File: config.mk
export PLATFORM = sky130hd
export DESIGN_NAME = if_id_stage_flat
export DESIGN_NICKNAME = d
export VERILOG_FILES = /design/src/rtl/if_id_stage_if.sv /design/src/rtl/if_id_stage.sv /design/src/flat_wrapper.sv
export SDC_FILE = /design/constraint.sdc
export NUM_CORES = 1
export LEC_CHECK = 0
export ABC_AREA = 1
export CAP_MARGIN = 40
export CORE_ASPECT_RATIO = 0.6
export CORE_MARGIN = 3
export CORE_UTILIZATION = 44
export CTS_CLUSTER_SIZE = 14
export DETAILED_ROUTE_END_ITERATION = 12
export MAX_ROUTING_LAYER = met4
export PLACE_DENSITY = 0.95
export SLEW_MARGIN = 25
export SYNTH_ARGS = -nofsm -noshare
export SYNTH_HDL_FRONTEND = slang
export SYNTH_SLANG_ARGS = --single-unit
export TNS_END_PERCENT = 100
File: constraint.sdc
create_clock -name i_clk -period 3.6 [get_ports i_clk]
set_clock_uncertainty 0.1 [all_clocks]
set_input_delay 0.72 -clock i_clk [delete_from_list [all_inputs] [get_ports i_clk]]
set_output_delay 0.72 -clock i_clk [all_outputs]
set_load 0.005 [all_outputs]
File: src/rtl/if_id_stage_if.sv
// if_id_stage_if: groups the fetch-side inputs, hazard/flush controls and
// all IF/ID outputs of the IF/ID pipeline register into one bundle.
//   slave  modport : used by if_id_stage (consumes i_*, drives o_* / dbg_state)
//   master modport : used by the surrounding pipeline or a bench
// Signal summary:
//   i_instruction, i_pc_increment : fetch output (instruction, PC+4)
//   i_flush                       : taken branch or jump this cycle
//   i_id_ex_mem_read, i_id_ex_rt  : load currently in ID/EX and its rt
//   o_instruction .. o_jump_target: latched instruction and pre-split fields
//   o_stall, o_bubble             : hold fetch/IF-ID, zero ID/EX controls
//   o_stall_count, o_flush_count  : saturating event counters
//   dbg_state                     : stall FSM state (0 = RUN, 1 = STALL)
// Flow-control semantics: there is no valid/ready pair here. o_valid marks
// the latched instruction as live; o_stall plays the role of "not ready"
// toward fetch and is combinational in the same cycle as the hazard; a
// flush always wins over a stall and kills the latched instruction.
interface if_id_stage_if #(
  parameter int DATA_W = 32,
  parameter int CNT_W  = 16
);
  logic [DATA_W-1:0] i_instruction;
  logic [DATA_W-1:0] i_pc_increment;
  logic              i_flush;
  logic              i_id_ex_mem_read;
  logic [4:0]        i_id_ex_rt;

  logic [DATA_W-1:0] o_instruction;
  logic [DATA_W-1:0] o_pc_increment;
  logic              o_valid;
  logic [5:0]        o_opcode;
  logic [4:0]        o_rs;
  logic [4:0]        o_rt;
  logic [4:0]        o_rd;
  logic [4:0]        o_shamt;
  logic [5:0]        o_funct;
  logic [DATA_W-1:0] o_imm_sext;
  logic [DATA_W-1:0] o_jump_target;
  logic              o_stall;
  logic              o_bubble;
  logic [CNT_W-1:0]  o_stall_count;
  logic [CNT_W-1:0]  o_flush_count;
  logic              dbg_state;

  modport slave (
    input  i_instruction, i_pc_increment, i_flush, i_id_ex_mem_read, i_id_ex_rt,
    output o_instruction, o_pc_increment, o_valid, o_opcode, o_rs, o_rt, o_rd,
           o_shamt, o_funct, o_imm_sext, o_jump_target, o_stall, o_bubble,
           o_stall_count, o_flush_count, dbg_state
  );

  modport master (
    output i_instruction, i_pc_increment, i_flush, i_id_ex_mem_read, i_id_ex_rt,
    input  o_instruction, o_pc_increment, o_valid, o_opcode, o_rs, o_rt, o_rd,
           o_shamt, o_funct, o_imm_sext, o_jump_target, o_stall, o_bubble,
           o_stall_count, o_flush_count, dbg_state
  );
endinterface

File: src/rtl/if_id_stage.sv
// if_id_stage: IF/ID pipeline register of the five-stage MIPS core.
// Captures instruction and PC+4 from fetch, detects load-use hazards
// against the load in ID/EX, flushes on taken branches/jumps, and presents
// pre-split decode fields to ID.
// Ports:
//   i_clk   : rising-edge clock
//   i_reset : asynchronous active-low reset
//   bus     : if_id_stage_if.slave (see interface file for signal list)
module if_id_stage #(
  parameter int DATA_W = 32,
  parameter int CNT_W  = 16
) (
  input logic          i_clk,
  input logic          i_reset,
  if_id_stage_if.slave bus
);

  // Stall FSM is implicit: STALL exactly when the hazard is live and no
  // flush is present. The enum only names that state for observation.
  typedef enum logic {ST_RUN = 1'b0, ST_STALL = 1'b1} state_e;

  logic [DATA_W-1:0] instr_q;
  logic [DATA_W-1:0] pcinc_q;
  logic              valid_q;
  logic [CNT_W-1:0]  stall_cnt_q;
  logic [CNT_W-1:0]  flush_cnt_q;

  logic [4:0] rs_q;
  logic [4:0] rt_q;
  logic       hazard;
  logic       stall;
  state_e     state;

  assign rs_q = instr_q[25:21];
  assign rt_q = instr_q[20:16];

  // rt is compared for every format on purpose: cheaper than decoding which
  // formats actually read rt, at the cost of an occasional needless stall.
  always_comb begin
    hazard = 1'b0;
    stall  = 1'b0;
    state  = ST_RUN;
    hazard = valid_q & bus.i_id_ex_mem_read & (bus.i_id_ex_rt != 5'd0) &
             ((bus.i_id_ex_rt == rs_q) | (bus.i_id_ex_rt == rt_q));
    // A flush discards the dependent instruction, so it needs no stall.
    stall  = hazard & ~bus.i_flush;
    state  = stall ? ST_STALL : ST_RUN;
  end

  always_ff @(posedge i_clk or negedge i_reset) begin
    if (!i_reset) begin
      instr_q     <= '0;
      pcinc_q     <= '0;
      valid_q     <= 1'b0;
      stall_cnt_q <= '0;
      flush_cnt_q <= '0;
    end else begin
      if (bus.i_flush) begin
        instr_q <= '0;
        pcinc_q <= bus.i_pc_increment;
        valid_q <= 1'b0;
      end else if (!stall) begin
        instr_q <= bus.i_instruction;
        pcinc_q <= bus.i_pc_increment;
        valid_q <= 1'b1;
      end
      // Counters saturate at all-ones so long runs never alias to small values.
      if (stall && (stall_cnt_q != '1)) begin
        stall_cnt_q <= stall_cnt_q + CNT_W'(1);
      end
      if (bus.i_flush && (flush_cnt_q != '1)) begin
        flush_cnt_q <= flush_cnt_q + CNT_W'(1);
      end
    end
  end

  // instr_q is forced to zero whenever valid_q is low, so every field below
  // reads as sll $0,$0,0 for a dead slot without extra gating.
  assign bus.o_instruction  = instr_q;
  assign bus.o_pc_increment = pcinc_q;
  assign bus.o_valid        = valid_q;
  assign bus.o_opcode       = instr_q[31:26];
  assign bus.o_rs           = instr_q[25:21];
  assign bus.o_rt           = instr_q[20:16];
  assign bus.o_rd           = instr_q[15:11];
  assign bus.o_shamt        = instr_q[10:6];
  assign bus.o_funct        = instr_q[5:0];
  assign bus.o_imm_sext     = {{16{instr_q[15]}}, instr_q[15:0]};
  assign bus.o_jump_target  = {pcinc_q[31:28], instr_q[25:0], 2'b00};
  assign bus.o_stall        = stall;
  assign bus.o_bubble       = stall;
  assign bus.o_stall_count  = stall_cnt_q;
  assign bus.o_flush_count  = flush_cnt_q;
  assign bus.dbg_state      = state;

endmodule

File: src/flat_wrapper.sv
// flat-port wrapper written by rule: the top's interface ports become plain ports
module if_id_stage_flat 
#(
  parameter int DATA_W = 32,
  parameter int CNT_W  = 16
)
  (i_clk, i_reset, bus_i_instruction, bus_i_pc_increment, bus_i_flush, bus_i_id_ex_mem_read, bus_i_id_ex_rt, bus_o_instruction, bus_o_pc_increment, bus_o_valid, bus_o_opcode, bus_o_rs, bus_o_rt, bus_o_rd, bus_o_shamt, bus_o_funct, bus_o_imm_sext, bus_o_jump_target, bus_o_stall, bus_o_bubble, bus_o_stall_count, bus_o_flush_count, bus_dbg_state);
  if_id_stage_if #(.DATA_W(DATA_W), .CNT_W(CNT_W)) bus_i ();
  input logic i_clk;
  input logic i_reset;
  input wire logic [$bits(bus_i.i_instruction)-1:0] bus_i_instruction;
  input wire logic [$bits(bus_i.i_pc_increment)-1:0] bus_i_pc_increment;
  input wire logic [$bits(bus_i.i_flush)-1:0] bus_i_flush;
  input wire logic [$bits(bus_i.i_id_ex_mem_read)-1:0] bus_i_id_ex_mem_read;
  input wire logic [$bits(bus_i.i_id_ex_rt)-1:0] bus_i_id_ex_rt;
  output wire logic [$bits(bus_i.o_instruction)-1:0] bus_o_instruction;
  output wire logic [$bits(bus_i.o_pc_increment)-1:0] bus_o_pc_increment;
  output wire logic [$bits(bus_i.o_valid)-1:0] bus_o_valid;
  output wire logic [$bits(bus_i.o_opcode)-1:0] bus_o_opcode;
  output wire logic [$bits(bus_i.o_rs)-1:0] bus_o_rs;
  output wire logic [$bits(bus_i.o_rt)-1:0] bus_o_rt;
  output wire logic [$bits(bus_i.o_rd)-1:0] bus_o_rd;
  output wire logic [$bits(bus_i.o_shamt)-1:0] bus_o_shamt;
  output wire logic [$bits(bus_i.o_funct)-1:0] bus_o_funct;
  output wire logic [$bits(bus_i.o_imm_sext)-1:0] bus_o_imm_sext;
  output wire logic [$bits(bus_i.o_jump_target)-1:0] bus_o_jump_target;
  output wire logic [$bits(bus_i.o_stall)-1:0] bus_o_stall;
  output wire logic [$bits(bus_i.o_bubble)-1:0] bus_o_bubble;
  output wire logic [$bits(bus_i.o_stall_count)-1:0] bus_o_stall_count;
  output wire logic [$bits(bus_i.o_flush_count)-1:0] bus_o_flush_count;
  output wire logic [$bits(bus_i.dbg_state)-1:0] bus_dbg_state;
  assign bus_i.i_instruction = bus_i_instruction;
  assign bus_i.i_pc_increment = bus_i_pc_increment;
  assign bus_i.i_flush = bus_i_flush;
  assign bus_i.i_id_ex_mem_read = bus_i_id_ex_mem_read;
  assign bus_i.i_id_ex_rt = bus_i_id_ex_rt;
  assign bus_o_instruction = bus_i.o_instruction;
  assign bus_o_pc_increment = bus_i.o_pc_increment;
  assign bus_o_valid = bus_i.o_valid;
  assign bus_o_opcode = bus_i.o_opcode;
  assign bus_o_rs = bus_i.o_rs;
  assign bus_o_rt = bus_i.o_rt;
  assign bus_o_rd = bus_i.o_rd;
  assign bus_o_shamt = bus_i.o_shamt;
  assign bus_o_funct = bus_i.o_funct;
  assign bus_o_imm_sext = bus_i.o_imm_sext;
  assign bus_o_jump_target = bus_i.o_jump_target;
  assign bus_o_stall = bus_i.o_stall;
  assign bus_o_bubble = bus_i.o_bubble;
  assign bus_o_stall_count = bus_i.o_stall_count;
  assign bus_o_flush_count = bus_i.o_flush_count;
  assign bus_dbg_state = bus_i.dbg_state;
  if_id_stage #(.DATA_W(DATA_W), .CNT_W(CNT_W)) u_core (.i_clk(i_clk), .i_reset(i_reset), .bus(bus_i));
endmodule
; Word level (Yosys, flattened, before mapping)
; Index checks and enable logic that the tools add are counted.
[word_totals]
regBits = 97
inputBits = 73
output_inout_bits = 196
[op_classes]
addsub = 2
n_eq_ne = 5
muxes = 7
bitwise_logic = 6
reduce_logical = 3
[ops]
columns = op, count
row1 = $mux W32, 4
row2 = $add A16 B1 Y16 const B, 2
row3 = $ne A16 B16 Y1 const B, 2
row4 = $eq A5 B5 Y1, 2
row5 = $reduce_bool A5 Y1, 1
row6 = $and A1 B1 Y1, 4
row7 = $mux W1, 3
row8 = $logic_and A1 B1 Y1, 2
row9 = $ne A2 B2 Y1 const B, 1
row10 = $not A1 Y1, 1
row11 = $or A1 B1 Y1, 1

; Logic depth before layout (Yosys ltp)
; Gate-level depths: netlist of the first run.
[depth]
word_depth = 6
mapped_depth = 12
mapped_depth_nobuf = 10

; Worst setup path after synthesis of the first run
; OpenSTA, ideal clock, no wires.
[synth_timing]
path_type = input -> output
from = in bus_i_id_ex_rt[4]
to = out bus_o_bubble
t_arrival_ns = 1.676
required_ns = 2.780
slack_ns = 1.104
path_stages = 11
path_cell_list = inv_2 -> nand2_1 -> nand2_1 -> nor2_1 -> nand3_1 -> nand2_4 -> nand2_2 -> inv_2 -> buf_6 -> buf_8 -> buf_4
[synth_via]
elab_chain_len = 4
[synth_rtl]
columns = element, line
row1 = from (decl), flat_wrapper.sv:15  ; input wire logic [$bits(bus_i.i_id_ex_rt)-1:0] bus_i_id_ex_rt;
row2 = $eq A5 B5 Y1 / $reduce_bool A5 Y1 (equally long branches), "if_id_stage.sv:44, if_id_stage.sv:43"
row3 = $or A1 B1 Y1 / $and A1 B1 Y1 (equally long branches), "if_id_stage.sv:44, if_id_stage.sv:43"
row4 = $and A1 B1 Y1 *, if_id_stage.sv:43  ; hazard = valid_q & bus.i_id_ex_mem_read & (bus.i_id_ex_rt != 5'd0) &
row5 = $and A1 B1 Y1 *, if_id_stage.sv:46  ; stall = hazard & ~bus.i_flush;
row6 = to (decl), flat_wrapper.sv:28  ; output wire logic [$bits(bus_i.o_bubble)-1:0] bus_o_bubble;
; Mark *: on every way between the ends. The rest lies on a longest branch, timed or not.

; Worst setup path in the final report of the first run
[layout_timing]
from = in bus_i_id_ex_rt[3]
to = out bus_dbg_state
[layout_via]
elab_chain_len = 5
[layout_rtl]
columns = element, line
row1 = $eq A5 B5 Y1 / $reduce_bool A5 Y1 (equally long branches), "if_id_stage.sv:44, if_id_stage.sv:43"
row2 = $or A1 B1 Y1 / $and A1 B1 Y1 (equally long branches), "if_id_stage.sv:44, if_id_stage.sv:43"
row3 = $and A1 B1 Y1 *, if_id_stage.sv:43
row4 = $and A1 B1 Y1 *, if_id_stage.sv:46
row5 = $mux W1 *, if_id_stage.sv:47  ; state = stall ? ST_STALL : ST_RUN;
row6 = to (decl), flat_wrapper.sv:31  ; output wire logic [$bits(bus_i.dbg_state)-1:0] bus_dbg_state;
; Marked as above.

==> results of run 1 <==
power by group through the flow:
stage | logic, mW | clock network, mW | registers (mW)
after floorplan | 0.232 | 0 | 1.27
after global placement | 0.557 | 0 | 1.28
after detailed placement | 0.576 | 0 | 1.28
after CTS | 0.576 | 0.970 | 1.26
after global routing | 0.624 | 1.02 | 1.28
final | 0.568 | 0.942 | 1.26
sequential cells by signal, summed over array words and instances (netlist names):
signal                     count
u_core.bus.o_pc_increment     32
u_core.bus.o_instruction      32
u_core.bus.o_flush_count      16
u_core.bus.o_stall_count      16
u_core.bus.o_valid             1
critical path: stages:
cell and delay, ns:
clkdlybuf4s50_1 0.55, inv_2 0.06, nand2_1 0.07, nand2_1 0.06, nor2_1 0.10, nand3_1 0.13, nand2_4 0.10, nand2_2 0.05
inv_2 0.13, clkdlybuf4s50_1 0.53
metal layers:
| metal | up-vias | global-route usage, % | wire length, um |
|---|---|---|---|
| met5 | - | - | 0 |
| met4 | 0 | 5.33 | 233 |
| met1 | 2345 | 29.8 | 6600 |
| li1 | 2346 | - | - |
| met2 | 225 | 37.7 | 7630 |
| met3 | 18 | 6.37 | 1260 |
layout make-up:
type | count | share of cell area [%]
Clock buffer | 9 | 2.91
Antenna cell | 1 | 0.0323
Multi-Input combinational cell | 432 | 25.3
Inverter | 33 | 1.60
Sequential cell | 97 | 31.4
Clock inverter | 7 | 0.970
Tap cell | 160 | 2.59
Timing Repair Buffer | 273 | 35.2
metrics by stage:
stage	power, mW	cell area [um^2]	instances	util (%)	setup slack, ns
5_1_grt	2.92	7740	1012	66.3	0.159
3_5_place_dp	1.86	7440	995	63.7	0.283
3_3_place_gp	1.84	7440	995	63.7	0.310
6_report	2.77	7740	1012	66.3	0.269
4_1_cts	2.81	7740	1011	66.3	0.267
2_1_floorplan	1.50	5440	682	-	1.10
final timing paths:
kind / end / cells after the start / slack (ns) / from
setup reg to reg: u_core.bus.o_pc_increment[3]$_DFFE_PN0P_ / 11 / 1.45 / u_core.bus.o_instruction[24]$_DFFE_PN0P_
hold / removal: u_core.bus.o_pc_increment[7]$_DFFE_PN0P_ / 1 / 0.28 / i_reset
max in group asynchronous: u_core.bus.o_stall_count[15]$_DFFE_PN0P_ / 2 / 2.43 / i_reset
hold reg to reg: u_core.bus.o_pc_increment[12]$_DFFE_PN0P_ / 2 / 0.37 / u_core.bus.o_pc_increment[12]$_DFFE_PN0P_
min in group i_clk: u_core.bus.o_pc_increment[12]$_DFFE_PN0P_ / 2 / 0.37 / u_core.bus.o_pc_increment[12]$_DFFE_PN0P_
setup / recovery: bus_dbg_state / 10 / 0.27 / bus_i_id_ex_rt[3]
layout by cell type, fill, tap and decap left out, drive strengths merged, types with 6 or more instances in the layout:
| master | Yosys | layout |
|---|---|---|
| o21ai | 6 | 6 |
| inv | 32 | 35 |
| nand4 | 24 | 24 |
| nand3 | 47 | 47 |
| buf | 118 | 8 |
| nor2 | 40 | 40 |
| dfrtp | 97 | 97 |
| clkdlybuf4s50 | 0 | 265 |
| nand2 | 284 | 284 |
| xnor2 | 8 | 8 |
| xor2 | 13 | 13 |
| clkbuf | 2 | 9 |
cell families after synthesis:
family	share of synthesized area [%]
XOR/XNOR	3.38
AO/OA/AOI/OAI	0.552
other	0.0689
buffers and inverters	19.4
flip-flops	44.6
AND/OR/NAND/NOR	31.5
adder cells (fa/ha/maj)	0.460
synth_stat cells:
| cell | instances |
|---|---|
| nand2_1 | 271 |
| buf_4 | 100 |
| dfrtp_1 | 97 |
| nand3_1 | 45 |
| nor2_1 | 37 |
| inv_1 | 25 |
| nand4_1 | 24 |
| xor2_1 | 13 |
| buf_6 | 12 |
| nand2_2 | 11 |
| xnor2_1 | 8 |
| inv_2 | 7 |
| o21ai_0 | 5 |
| buf_2 | 3 |
| nor3_1 | 3 |
| buf_1 | 2 |
| clkbuf_1 | 2 |
| ha_1 | 2 |
| nand2_4 | 2 |
| nand3b_1 | 2 |
| nor2_4 | 2 |
| and3_1 | 1 |
| buf_8 | 1 |
| clkinv_1 | 1 |
| conb_1 | 1 |
| nand3_2 | 1 |
| nand3_4 | 1 |
| nor2_2 | 1 |
| o21ai_1 | 1 |
==> impl_metrics.json, run 1 <==
{
  "wl_um": 15700,
  "power.density_nw_per_um2": 358,
  "vias": 4934,
  "dieWidth_um": 150,
  "cp.arrival_ns": 2.51,
  "via_per_inst": 4.88,
  "clk_pin_slew_ns": 0.08,
  "die_h_um": 92.1,
  "first_iter_violations": 333,
  "clkPwrFrac_pct": 33.9,
  "p_int_mw": 2.02,
  "clockBufferDepth": 2,
  "cts-root-buf": "clkbuf_16",
  "antenna_found_initial": 1,
  "setup_viol": 0,
  "synth_cells": 681,
  "yosys_warnings": 0,
  "cts-resized-gates": 0,
  "numClockSinks": 97,
  "slew_violations": 0,
  "hold_class": "in2async",
  "cts_tree": "yes",
  "path_class": "in2out",
  "fp.coreArea_um2": 11700,
  "nets": 921,
  "yosysSeqAreaShare_pct": 44.6,
  "fillers": 901,
  "netlist_top_cells_area": "dfrtp_1 (45%), nand2_1 (19%), buf_4 (14%)",
  "synth.ff_latch_count": 97,
  "start_util_pct": 46.6,
  "grt_pass1_vias": 4908,
  "period_needed_ns": 3.33,
  "swShare_pct": 27.3,
  "fp.dieArea_um2": 13800,
  "critPathRequiredTime_ns": 2.78,
  "syn_avg_cell_area_um2": 7.99,
  "drt_first_pass_iters": 4,
  "grt.overflow.total": 0,
  "clk_latency_ns": 0.33,
  "cp-end-kind": "primary output",
  "crit_fanout": 5,
  "io_buffers": 266,
  "rsz0062_at_grt": "no",
  "seqPwrFrac_pct": 45.6,
  "drv_cap": 0,
  "multi_input_area_um2": 1960,
  "row_count": 30,
  "max_freq_ghz": 0.300,
  "fin_setup_tns_ns": 0,
  "p_leak_nw": 3.59,
  "yosys.area.top_type_share_pct": 44.6,
  "post-route-period-util_pct": 92.5,
  "grt_pass1_wl_um": 25400,
  "htree_levels": 3,
  "holdBufCountCts": 0,
  "postRouteAntennaNets": 0,
  "pwr-share-comb_pct": 20.5,
  "slew_headroom_pct": 55.5,
  "cts_made_buffers": 9,
  "drcViolationCount": 0,
  "status": "finished, final reports clean",
  "final_hold_viol_count": 0,
  "yosysTopAreaCell": "dfrtp_1",
  "syn_area_um2": 5440,
  "routedWlPerCell_um": 15.5,
  "start_kind": "primary input",
  "cts_post_setup_buffers_inserted": 0,
  "io_pins": 269,
  "grt_max_degree": 65,
  "grt_usage_pct": 23.4,
  "dp_hpwl_um": 11900,
  "p_sw_mw": 0.758,
  "synth.distinct_cells": 29,
  "irDropWorstVdd_mv": 0.213,
  "layout-drive-gt1-share_pct": 5.76,
  "syn_to_final_growth_pct": 42.3,
  "gp_congestion": 0.894,
  "worstMarginPinSlew_ns": 0.667,
  "whs_ns": 0.275,
  "seq_area_um2": 2430
}
Power figures use the tool's default switching activity.
==> run 2: changes to the inputs <==
--- a/config.mk
+++ b/config.mk
@@ -10,6 +10,7 @@
 export CORE_ASPECT_RATIO = 0.6
 export CORE_MARGIN = 3
 export CORE_UTILIZATION = 44
+export CTS_CLUSTER_DIAMETER = 120
 export CTS_CLUSTER_SIZE = 14
 export DETAILED_ROUTE_END_ITERATION = 12
 export MAX_ROUTING_LAYER = met4
==> results of run 2 <==
Same layout as run 1: the final DEF is identical, and so are final timing and power.
